File: config.mk
export PLATFORM = sky130hd
export DESIGN_NAME = booth_seq_mult
export DESIGN_NICKNAME = d
export VERILOG_FILES = /design/src/rtl/booth_pkg.sv /design/src/rtl/booth_radix2_step.sv /design/src/rtl/booth_seq_mult.sv
export SDC_FILE = /design/constraint.sdc
export NUM_CORES = 1
export LEC_CHECK = 0
export CAP_MARGIN = 15
export CORE_ASPECT_RATIO = 2
export CORE_UTILIZATION = 45
export CTS_CLUSTER_SIZE = 12
export DETAILED_ROUTE_END_ITERATION = 6
export GPL_ROUTABILITY_DRIVEN = 1
export GPL_TIMING_DRIVEN = 0
export PLACE_DENSITY = 0.69
export SLEW_MARGIN = 20
export SYNTH_ARGS = -nofsm -noshare
export SYNTH_HDL_FRONTEND = slang
export SYNTH_SLANG_ARGS = --single-unit
File: constraint.sdc
create_clock -name clk -period 5.9 [get_ports clk]
set_input_delay 1.18 -clock clk [delete_from_list [all_inputs] [get_ports clk]]
set_output_delay 1.18 -clock clk [all_outputs]
set_load 0.005 [all_outputs]
File: src/rtl/booth_pkg.sv
`default_nettype none
// ============================================================================
// Module  : booth_pkg
// Purpose : Shared types and helpers for the radix-2 Booth multiplier family.
//           - Controller state encoding (IDLE / RUN / DONE)
//           - Booth pair encodings for {Q[0], q_m1}
//           - Step-counter width helper
// Ports   : none (package)
// Revision: 1.0  initial release
// ============================================================================
package booth_pkg;

    // Controller states.
    typedef enum logic [1:0] {
        IDLE = 2'd0,
        RUN  = 2'd1,
        DONE = 2'd2
    } state_e;

    // Booth operation selected by the pair {Q[0], q_m1}.
    typedef enum logic [1:0] {
        BOOTH_NOP = 2'b00,
        BOOTH_ADD = 2'b01,
        BOOTH_SUB = 2'b10
    } booth_op_e;

    // Counter must hold the value WIDTH itself, hence WIDTH+1 codes.
    function automatic int booth_cnt_w(input int width);
        return $clog2(width + 1);
    endfunction

    // 01 -> end of a run of ones: add M.
    // 10 -> start of a run of ones: subtract M.
    // 00 / 11 -> inside a run: no add.
    function automatic booth_op_e booth_decode(input logic q0, input logic q_m1);
        case ({q0, q_m1})
            2'b01:   return BOOTH_ADD;
            2'b10:   return BOOTH_SUB;
            default: return BOOTH_NOP;
        endcase
    endfunction

endpackage : booth_pkg
`default_nettype wire

File: src/rtl/booth_radix2_step.sv
`default_nettype none
// ============================================================================
// Module  : booth_radix2_step
// Purpose : One combinational radix-2 Booth iteration: conditional add/sub of
//           the multiplicand into the accumulator, followed by an arithmetic
//           right shift of {A, Q, q_m1}.
// Ports   : a         in  WIDTH+1  accumulator (one guard bit)
//           q         in  WIDTH    multiplier / low product bits
//           q_m1      in  1        Q(-1) history bit
//           m         in  WIDTH    signed multiplicand
//           a_next    out WIDTH+1  accumulator after add/sub and shift
//           q_next    out WIDTH    Q after shift
//           q_m1_next out 1        new Q(-1) (old Q[0])
// Revision: 1.0  initial release
// ============================================================================
module booth_radix2_step
    import booth_pkg::*;
#(
    parameter int WIDTH = 8
) (
    input  logic [WIDTH:0]   a,
    input  logic [WIDTH-1:0] q,
    input  logic             q_m1,
    input  logic [WIDTH-1:0] m,
    output logic [WIDTH:0]   a_next,
    output logic [WIDTH-1:0] q_next,
    output logic             q_m1_next
);

    logic [WIDTH:0] m_ext;
    logic [WIDTH:0] sum;

    always_comb begin
        // Sign-extend M into the guard bit so A-M cannot overflow even for
        // the most negative multiplicand.
        m_ext = {m[WIDTH-1], m};
        case (booth_decode(q[0], q_m1))
            BOOTH_ADD: sum = a + m_ext;
            BOOTH_SUB: sum = a - m_ext;
            default:   sum = a;
        endcase
        // Arithmetic right shift of {sum, q, q_m1}: sign of A replicated.
        a_next    = {sum[WIDTH], sum[WIDTH:1]};
        q_next    = {sum[0], q[WIDTH-1:1]};
        q_m1_next = q[0];
    end

endmodule : booth_radix2_step
`default_nettype wire

File: src/rtl/booth_seq_mult.sv
`default_nettype none
// ============================================================================
// Module  : booth_seq_mult
// Purpose : Sequential radix-2 Booth multiplier. Accepts a signed operand
//           pair over a valid/ready handshake, performs one Booth step per
//           clock for WIDTH clocks, then presents the 2*WIDTH signed product
//           over a valid/ready handshake.
// Ports   : clk          in  1        rising-edge clock
//           rst_n        in  1        asynchronous active-low reset
//           in_valid     in  1        operand pair valid
//           in_ready     out 1        ready for operands (IDLE only)
//           multiplier   in  WIDTH    signed multiplier (Q)
//           multiplicand in  WIDTH    signed multiplicand (M)
//           out_valid    out 1        product valid (DONE only)
//           out_ready    in  1        consumer accepts product
//           product      out 2*WIDTH  registered signed product
//           busy         out 1        operation in flight (RUN or DONE)
// Revision: 1.0  initial release
// ============================================================================
module booth_seq_mult
    import booth_pkg::*;
#(
    parameter int WIDTH = 8,
    parameter int CNT_W = booth_cnt_w(WIDTH)
) (
    input  logic                 clk,
    input  logic                 rst_n,
    input  logic                 in_valid,
    output logic                 in_ready,
    input  logic [WIDTH-1:0]     multiplier,
    input  logic [WIDTH-1:0]     multiplicand,
    output logic                 out_valid,
    input  logic                 out_ready,
    output logic [2*WIDTH-1:0]   product,
    output logic                 busy
);

    generate
        if (WIDTH < 2) begin : g_width_check
            $error("booth_seq_mult: WIDTH must be >= 2");
        end
    endgenerate

    // ------------------------------------------------------------------
    // State and datapath registers
    // ------------------------------------------------------------------
    state_e               state_q,   state_d;
    logic [WIDTH:0]       a_q,       a_d;
    logic [WIDTH-1:0]     q_q,       q_d;
    logic                 q_m1_q,    q_m1_d;
    logic [WIDTH-1:0]     m_q,       m_d;
    logic [CNT_W-1:0]     count_q,   count_d;
    logic [2*WIDTH-1:0]   product_q, product_d;

    // Outputs of the combinational Booth step
    logic [WIDTH:0]       step_a;
    logic [WIDTH-1:0]     step_q;
    logic                 step_q_m1;

    booth_radix2_step #(
        .WIDTH     (WIDTH)
    ) u_step (
        .a         (a_q),
        .q         (q_q),
        .q_m1      (q_m1_q),
        .m         (m_q),
        .a_next    (step_a),
        .q_next    (step_q),
        .q_m1_next (step_q_m1)
    );

    // ------------------------------------------------------------------
    // Next-state / datapath logic
    // ------------------------------------------------------------------
    always_comb begin
        state_d   = state_q;
        a_d       = a_q;
        q_d       = q_q;
        q_m1_d    = q_m1_q;
        m_d       = m_q;
        count_d   = count_q;
        product_d = product_q;

        case (state_q)
            IDLE: begin
                // in_ready is high throughout IDLE, so in_valid alone
                // completes the handshake here.
                if (in_valid) begin
                    a_d     = '0;
                    q_d     = multiplier;
                    q_m1_d  = 1'b0;
                    m_d     = multiplicand;
                    count_d = CNT_W'(WIDTH);
                    state_d = RUN;
                end
            end

            RUN: begin
                a_d     = step_a;
                q_d     = step_q;
                q_m1_d  = step_q_m1;
                count_d = count_q - CNT_W'(1);
                if (count_q == CNT_W'(1)) begin
                    // Final step: the guard bit of A is dropped; the low
                    // 2*WIDTH bits of {A,Q} are exact for every operand pair.
                    product_d = {step_a[WIDTH-1:0], step_q};
                    state_d   = DONE;
                end
            end

            DONE: begin
                if (out_ready) begin
                    state_d = IDLE;
                end
            end

            default: begin
                state_d = IDLE;
            end
        endcase
    end

    // ------------------------------------------------------------------
    // Registers
    // ------------------------------------------------------------------
    always_ff @(posedge clk or negedge rst_n) begin
        if (!rst_n) begin
            state_q   <= IDLE;
            a_q       <= '0;
            q_q       <= '0;
            q_m1_q    <= 1'b0;
            m_q       <= '0;
            count_q   <= '0;
            product_q <= '0;
        end else begin
            state_q   <= state_d;
            a_q       <= a_d;
            q_q       <= q_d;
            q_m1_q    <= q_m1_d;
            m_q       <= m_d;
            count_q   <= count_d;
            product_q <= product_d;
        end
    end

    // ------------------------------------------------------------------
    // Outputs: decoded from registered state only
    // ------------------------------------------------------------------
    assign in_ready  = (state_q == IDLE);
    assign out_valid = (state_q == DONE);
    assign busy      = (state_q != IDLE);
    assign product   = product_q;

endmodule : booth_seq_mult
`default_nettype wire

==> results_dict.tcl, run 1 <==
set metrics [dict create \
    multiInputGateArea_sq_um 1240 \
    critPathMaxFanout 4 \
    fin_worst_skew_ns 0.00794 \
    path_clk_slew_ns 0.09 \
    yosysWarnings 0 \
    synthArstFlopShare_pct 100 \
    clock-sinks 47 \
    synth.distinct_cells 43 \
    drt_pass1_iterations 4 \
    ys_seq_area_share_pct 47.0 \
    reg2reg_slack_ns 2.86 \
    met3_usage_pct 4.10 \
    busiest_layer "met2" \
    max_stage_delay_ns 0.53 \
    crit_required_ns 6.15 \
    syn_avg_cell_area_sq_um 9.43 \
    use_met1_pct 25.9 \
    die_w_um 54.7 \
    core_region_area_sq_um 5370 \
    hpwl_um 4440 \
    power_frac_seq_pct 28.5 \
    antenna_found_initial 0 \
    htree_levels 2 \
    nets 344 \
    start_util_pct 46.5 \
    ir_worst_vdd_v 0.000482 \
    p_sw_share_pct 44.0 \
    rows 38 \
    syn-cell-area_sq_um 2500 \
    startpoint_type "flop" \
    rsz0062_at_grt "false" \
    hold-path-endpoint "count_q[3]" \
    synth_flop_cell "dfrtp_1" \
    synth_edf_count 0 \
    ys_ff_latch 47 \
    timing.final.ws_setup_ns 2.86 \
    clkLatencyLatePin_ns 0.31 \
    port_buffers 38 \
    dp_slack_ns 2.88 \
    path_buf_inv 1 \
    cpMaxStageDelayCell "or4_1" \
    r2r_cells 12 \
    cp_cell_sequence "inv_1 > ha_1 > or3b_1 > nor3_1 > nor2_1 > xnor2_1 > ha_1 > a211oi_1 > and2_1 > a221oi_2 > or4_1 > nand3_1" \
    path_class "reg2reg" \
    routed_wl_um 5870 \
    grt_pass1_vias 2117 \
    r2r-end "product[15]" \
    slew_headroom_pct 57.2 \
    drtIter0Drc 37 \
    die_h_um 107 \
    finalHoldViolations 0 \
    cts_hold_buf 0 \
    clkPwrFrac_pct 10.2 \
    worstSetupEndpointType "flop" \
    intPower_mw 1.20 \
    finalCriticalPeriod_ns 3.04 \
    dieArea_sq_um 5880 \
    vias 2078 \
    gr-usage-met2_pct 39.9 \
    synth_area_leader_cell "dfrtp_1" \
    place_congestion 0.911 \
    p_leak_nw 1.38 \
    cts_buffers 5 \
    r2r_start "m_q[0]" \
    layout.cells.non_filler 372 \
    timing.final.crit_share_pct 51.6 \
    io_pins 39 \
    synth.most_common_cell "nand2_1" \
    gr-usage-all-layers_pct 23.4 \
    routed_via_density 5.59 \
    syn_inst 265 \
    drive_gt1_share_pct 6.09 \
    clock.fmax_mhz 328 \
    cts_root_buffer "clkbuf_8" \
    hp-start "count_q[3]" \
    drc 0 \
    synthTopCellsByArea "dfrtp_1 47%, nand2_1 7.7%, ha_1 6.0%" \
    cts_tree "built" \
    grt_max_degree 33 \
    worstPathArrival_ns 3.30 \
    syn_to_final_growth_pct 22.8 \
    clk_path_buf_depth 2 \
    drv_cap 0 \
    synth_top_area_share_pct 47.0 \
    drt-wirelength-per-cell_um 15.8 \
    whs_path_depth 1 \
    overflow 0 \
    synth_nets 298 \
    regArea_sq_um 1180 \
    setup_tns_ns 0 \
    dp.cells 364 \
    min_path_type "reg2reg" \
    drv_slew 0 \
    crit_family "simple AND/OR/NAND/NOR gates" \
    drtAntennaViolNets 0 \
    cts.repair.resized 0 \
    grt_pass1_wl_um 9800 \
    outcome "finished clean" \
    cpMostUsedCell "ha_1" \
    ys_top_cells_by_count "51 x nand2_1, 47 x dfrtp_1, 21 x o21ai_0" \
    power_density_nw_per_um2 696 \
    fillers 484 \
    n_antenna_cell 0 \
    setup_viol 0 \
    worstMarginPinSlew_ns 0.639 \
    pwr-share-comb_pct 61.3 \
    p_sw_mw 0.940 \
    post-cts-setup-buffers 0 \
]
==> through the flow <==
stage / hold slack (ns) / instance area [sq um] / util [%] / total power, mW
global placement: 0.460 / 2960 / 55.0 / 1.90
finish: 0.479 / 3070 / 57.1 / 2.14
floorplan: 0.446 / 2500 / - / 1.54
global route: 0.515 / 3070 / 57.1 / 2.34
CTS: 0.488 / 3070 / 57.1 / 2.15
detailed placement: 0.473 / 2970 / 55.3 / 1.93
==> worst max path at each step <==
stage / endpoint / cells past startpoint / startpoint
3_5_place_dp: product[15] / 12 / m_q[0]
3_3_place_gp: m_q[6] / 1 / rst_n
5_1_grt: product[14] / 11 / m_q[0]
6_report: product[15] / 12 / m_q[0]
4_1_cts: product[15] / 12 / m_q[0]
2_1_floorplan: product[15] / 11 / m_q[0]
==> placed cells by master, fill, tap and decap left out, types with 2 or more instances in the layout <==
cell type / synthesis / layout
o31ai_1: 3 / 3
o21a_1: 3 / 3
mux2_2: 6 / 6
clkbuf_1: 10 / 11
nor3_1: 4 / 4
nand2_1: 51 / 51
a211oi_1: 3 / 3
a22oi_1: 7 / 7
clkbuf_8: 0 / 7
a21oi_1: 7 / 7
dfrtp_1: 47 / 47
o21ai_1: 5 / 5
inv_1: 12 / 12
a21o_1: 2 / 2
xnor2_1: 8 / 8
mux2_1: 2 / 2
nor2_1: 15 / 15
nor2b_1: 2 / 2
nand2b_1: 3 / 3
o21ai_0: 21 / 21
xor2_1: 2 / 2
nor3b_1: 2 / 2
mux2i_1: 4 / 4
clkdlybuf4s50_1: 0 / 37
nand3_1: 11 / 11
a31oi_1: 3 / 3
and2_1: 3 / 3
ha_1: 12 / 12
==> power by group through the flow <==
| stage | clock network (mW) | logic [mW] | registers [mW] |
|---|---|---|---|
| after global routing | 0.234 | 1.47 | 0.631 |
| after global placement | 0 | 1.29 | 0.609 |
| after floorplan | 0 | 0.958 | 0.583 |
| final | 0.218 | 1.31 | 0.609 |
| after CTS | 0.223 | 1.32 | 0.611 |
| after detailed placement | 0 | 1.31 | 0.617 |
==> flip-flops by register name, indices dropped and copies added (netlist names) <==
name	count
q_m1_q	1
m_q	8
product	16
count_q	4
q_q	8
state_q	2
a_q	8
==> routing by layer <==
metal	routed length [um]	up-vias
li1	-	1014
met1	2290	1010
met2	3260	42
met3	138	12
met4	184	0
met5	0	-
==> kinds of logic (layout without fill, tap and decap cells) <==
group / after synthesis / in the layout / synth area share [%]
compound gates: 63 / 63 / 16.4
fa+ha+maj: 13 / 13 / 6.81
buf+inv: 22 / 69 / 3.30
mux: 12 / 12 / 5.21
simple gates: 98 / 98 / 17.7
flops: 47 / 47 / 47.0
xor+xnor: 10 / 10 / 3.50
==> final cells by class <==
cell class                      instances  share of cell area (%)
Buffer                                 10                    1.22
Clock buffer                            8                    3.26
Inverter                               12                    1.47
Multi-Input combinational cell        196                    40.4
Sequential cell                        47                    38.3
Tap cell                               60                    2.44
Timing Repair Buffer                   39                    12.9
No activity file was read; power rests on OpenSTA's default activity.
==> inputs of run 2 (changes only) <==
Settings changed: PLACE_DENSITY 0.69 to 0.71.
Clock period 5.9 ns to 2.6 ns, I/O delays scaled along.
==> results_dict.tcl, run 2 (synthesis gave the netlist of run 1 again) <==
set metrics [dict create \
    clkLatencyLatePin_ns 0.31 \
    syn_to_final_growth_pct 31.9 \
    nets 356 \
    critPathMaxFanout 4 \
    cts_buffers 5 \
    p_leak_nw 1.47 \
    crit_required_ns 2.84 \
    clock-sinks 47 \
    path_class "reg2reg" \
    io_pins 39 \
    rsz0062_at_grt "true" \
    drc 0 \
    hpwl_um 4410 \
    path_clk_slew_ns 0.09 \
    timing.final.ws_setup_ns -0.147 \
    final_cell_mix "51 x nand2_1, 46 x dfrtp_1, 37 x clkdlybuf4s50_1" \
    outcome "finished with violations" \
    timing.final.crit_share_pct 106 \
    finalHoldViolations 0 \
    largest_reg_flops 16 \
    startpoint_type "flop" \
    htree_levels 2 \
    rows 38 \
    fin_worst_skew_ns 0.0115 \
    use_met1_pct 27.0 \
    fillers 475 \
    drv_cap 0 \
    die_h_um 107 \
    antenna_found_initial 0 \
    ir_worst_vdd_v 0.000940 \
    start_util_pct 46.5 \
    drt-wirelength-per-cell_um 15.7 \
    gr-usage-all-layers_pct 23.7 \
    routed_wl_um 6020 \
    clk_path_buf_depth 2 \
    worstSetupEndpointType "flop" \
    worstPathArrival_ns 2.99 \
    gr-usage-met2_pct 39.1 \
    port_buffers 38 \
    total_power_mw 5.53 \
    cts_tree "built" \
    drt_pass1_iterations 4 \
    setup_viol 4 \
    die_w_um 54.7 \
    drive_gt1_share_pct 17.3 \
    place_congestion 0.903 \
    failed_checks "setup timing" \
    grt_pass1_vias 2139 \
    met3_usage_pct 3.67 \
    cts_root_buffer "clkbuf_8" \
    min_path_type "in2async" \
    vias 2145 \
    routed_via_density 5.59 \
    clock.fmax_mhz 364 \
    r2r_start "m_q[0]" \
    core_region_area_sq_um 5370 \
    grt_pass1_wl_um 9900 \
    busiest_layer "met2" \
    drtIter0Drc 78 \
    overflow 0 \
    crit_start "m_q[0]" \
    dieArea_sq_um 5880 \
    finalCriticalPeriod_ns 2.75 \
    power_density_nw_per_um2 1680 \
    worstMarginPinSlew_ns 0.663 \
    final_common_cell "nand2_1" \
    n_antenna_cell 0 \
    hold-worst-slack_ns 0.119 \
    drv_slew 0 \
    reg2reg_slack_ns -0.15 \
    grt_max_degree 33 \
    drtAntennaViolNets 0 \
    slew_headroom_pct 55.6 \
    setup_tns_ns -0.410 \
]
-- run 2: per-layer routing --
| metal | routed length, um | vias to the layer above |
|---|---|---|
| li1 | - | 1043 |
| met1 | 2360 | 1028 |
| met2 | 3200 | 53 |
| met3 | 155 | 21 |
| met4 | 303 | 0 |
| met5 | 0 | - |
-- run 2: final timing paths --
kind / to / depth (start not counted)
worst max-delay path: product[15] / 11
worst min-delay path: product[8] / 1
worst max register to register: product[15] / 11
worst min register to register: count_q[3] / 1
max in group asynchronous: m_q[4] / 2
min in group clk: count_q[3] / 1
-- run 2: critical path: stages (launching register included) --
cell,delay [ns]
dfrtp_1,0.41
inv_2,0.09
ha_4,0.13
or3b_4,0.41
nor3_2,0.12
nor2_1,0.07
xnor2_1,0.14
ha_2,0.37
o21ai_2,0.09
o2111a_2,0.30
or4_4,0.48
nand3_2,0.07
-- run 2: metrics by stage --
step / instances / utilization (%) / instance area [sq um] / setup WS (ns)
final: 384 / 61.4 / 3300 / -0.147
after floorplan: 265 / - / 2510 / -0.0324
after CTS: 379 / 60.0 / 3220 / -0.146
after detailed placement: 364 / 55.5 / 2980 / -0.353
after global routing: 384 / 61.4 / 3300 / -0.264
after global placement: 363 / 55.3 / 2970 / -0.338
-- run 2: cell type report --
cell class | count | area, sq um | share of cell area [%]
multi-input cells | 196 | 1370 | 41.7
repair buffers | 52 | 493 | 14.9
clock buffers | 8 | 100 | 3.03
plain buffers | 9 | 33.8 | 1.02
flip-flops and latches | 47 | 1180 | 35.7
well taps | 60 | 75.1 | 2.28
inverters | 12 | 45.0 | 1.37
-- run 2: repair_timing --
action	CTS	global route
resized for setup	15	9
setup buffers	8	5
pin swaps	6	10
hold endpoints to repair	0	0
hold buffers	0	0
setup endpoints to repair	10	10
-- run 2: report_power, final --
group | internal (mW) | switching [mW]
sequential | 1.09 | 0.301
clock | 0.243 | 0.251
combinational | 1.81 | 1.84
==> inputs of run 3 (changes only) <==
Settings changed: ABC_CLOCK_PERIOD_IN_PS set to 2600, DONT_BUFFER_PORTS set to 1, PLACE_DENSITY 0.71 to not set, SYNTH_HIERARCHICAL set to 1.
==> results_dict.tcl, run 3 <==
set metrics [dict create \
    grt_max_degree 49 \
    drtIter0Drc 63 \
    synth_flop_cell "dfrtp_1" \
    syn_to_final_growth_pct 24.5 \
    setup_viol 7 \
    place_congestion 0.834 \
    routed_wl_um 5810 \
    timing.final.ws_setup_ns -0.0668 \
    fin_worst_skew_ns 0.00475 \
    final_common_cell "dfrtp_1" \
    largest_reg_flops 16 \
    fillers 506 \
    syn-cell-area_sq_um 2660 \
    core_region_area_sq_um 5710 \
    drtAntennaViolNets 0 \
    min_path_type "in2async" \
    hold-worst-slack_ns 0.0766 \
    drv_slew 0 \
    drt-wirelength-per-cell_um 16.5 \
    cts_root_buffer "clkbuf_16" \
    clock.fmax_mhz 375 \
    rsz0062_at_grt "true" \
    hpwl_um 4200 \
    synthArstFlopShare_pct 100 \
    final_cell_mix "46 x dfrtp_1, 42 x nand2_1, 27 x buf_4" \
    synthTopCellsByArea "dfrtp_1 45%, mux2_2 11%, nand2_1 6.2%" \
    syn_avg_cell_area_sq_um 10.1 \
    synth.most_common_cell "dfrtp_1" \
    critPathMaxFanout 3 \
    vias 1959 \
    ys_seq_area_share_pct 45.1 \
    worstSetupEndpointType "flop" \
    clkLatencyLatePin_ns 0.29 \
    synth_area_leader_cell "dfrtp_1" \
    ys_ff_latch 48 \
    port_buffers 0 \
    startpoint_type "flop" \
    failed_checks "setup timing" \
    n_antenna_cell 0 \
    cts_buffers 5 \
    overflow 0 \
    die_h_um 111 \
    worstMarginPinSlew_ns 0.799 \
    finalCriticalPeriod_ns 2.67 \
    grt_pass1_wl_um 9730 \
    clock-sinks 48 \
    start_util_pct 46.7 \
    drc 0 \
    dieArea_sq_um 6250 \
    outcome "finished with violations" \
    path_class "reg2reg" \
    routed_via_density 5.57 \
    yosysWarnings 6 \
    io_pins 39 \
    path_clk_slew_ns 0.06 \
    syn_inst 263 \
    htree_levels 2 \
    synth_edf_count 0 \
    synth_nets 296 \
    synth.distinct_cells 47 \
    worstPathArrival_ns 2.88 \
    slew_headroom_pct 46.6 \
    gr-usage-all-layers_pct 20.4 \
    cts_tree "built" \
    grt_pass1_vias 1969 \
    fin_area_sq_um 3320 \
    finalHoldViolations 0 \
    drive_gt1_share_pct 37.5 \
    synth_top_area_share_pct 45.1 \
    die_w_um 56.4 \
    drv_cap 0 \
    drt_pass1_iterations 4 \
    timing.final.crit_share_pct 103 \
    crit_required_ns 2.81 \
    nets 323 \
    clk_path_buf_depth 2 \
    antenna_found_initial 0 \
    rows 39 \
    ys_top_cells_by_count "48 x dfrtp_1, 44 x nand2_1, 25 x mux2_2" \
    postPlaceCellArea_sq_um 2740 \
]
[run 3: layer usage]
metal | vias to the layer above | global-route usage [%] | routed length, um
met4 | 0 | 8.78 | 154
met1 | 962 | 22.3 | 2100
met5 | - | 0 | 0
met3 | 10 | 2.92 | 111
li1 | 960 | - | -
met2 | 27 | 37.8 | 3450
[run 3: worst paths after layout]
kind | startpoint | end | slack, ns | cells after the start
max | m_q[1] | a_q[8] | -0.07 | 14
min | rst_n | product[1] | 0.08 | 1
max reg2reg | m_q[1] | a_q[8] | -0.07 | 14
min reg2reg | q_q[7] | q_q[7] | 0.48 | 2
max in group asynchronous | rst_n | m_q[0] | 2.29 | 1
min in group clk | out_ready | state_q[1] | 0.34 | 1
[run 3: kinds of logic after synthesis]
logic type	share of synthesized area, %
muxes	11.3
and+or+nand+nor	15.6
DFF	45.1
AOI/OAI and AO/OA	11.8
adders and majority gates	6.39
buffers and inverters	6.15
xor gates and xnor gates	3.62
[run 3: repair_timing]
action	CTS	global route
resized for setup	37	18
hold endpoints to repair	48	0
hold buffers	1	0
endpoints found under the setup margin	9	10
setup buffers	14	6
pin swaps	21	21
[run 3: through the flow]
stage / instances / TNS, ns / utilization [%] / setup slack, ns
floorplan: 263 / 0 / - / 0.0522
global placement: 324 / -1.83 / 48.0 / -0.432
detailed placement: 324 / -1.97 / 48.0 / -0.463
CTS: 346 / -0.624 / 55.8 / -0.142
global route: 352 / -1.46 / 58.1 / -0.219
finish: 352 / -0.265 / 58.1 / -0.0668
[run 3: area by class of cell]
cell class / instances / area, sq um / share of cell area, %
repair buffers: 21 / 185 / 5.58
clock inverters: 1 / 30.0 / 0.906
clock buffers: 7 / 153 / 4.60
inverters: 13 / 48.8 / 1.47
multi-input cells: 183 / 1510 / 45.5
flip-flops and latches: 48 / 1200 / 36.3
well taps: 61 / 76.3 / 2.30
plain buffers: 18 / 110 / 3.32
[run 3: worst max-delay path: stages (launching register included)]
cell and delay, ns:
dfrtp_1 0.39, inv_1 0.06, ha_2 0.17, buf_4 0.13, nor2_2 0.11, xnor2_1 0.17
ha_1 0.30, a21oi_2 0.24, o2111ai_4 0.16, and3b_2 0.24, nor3_4 0.20, xor2_2 0.20
buf_4 0.13, nand2_2 0.04, o21ai_2 0.07
Power of run 3 is not shown: default switching activity piles up to over one toggle a cycle in this logic, so the estimate is an artifact.
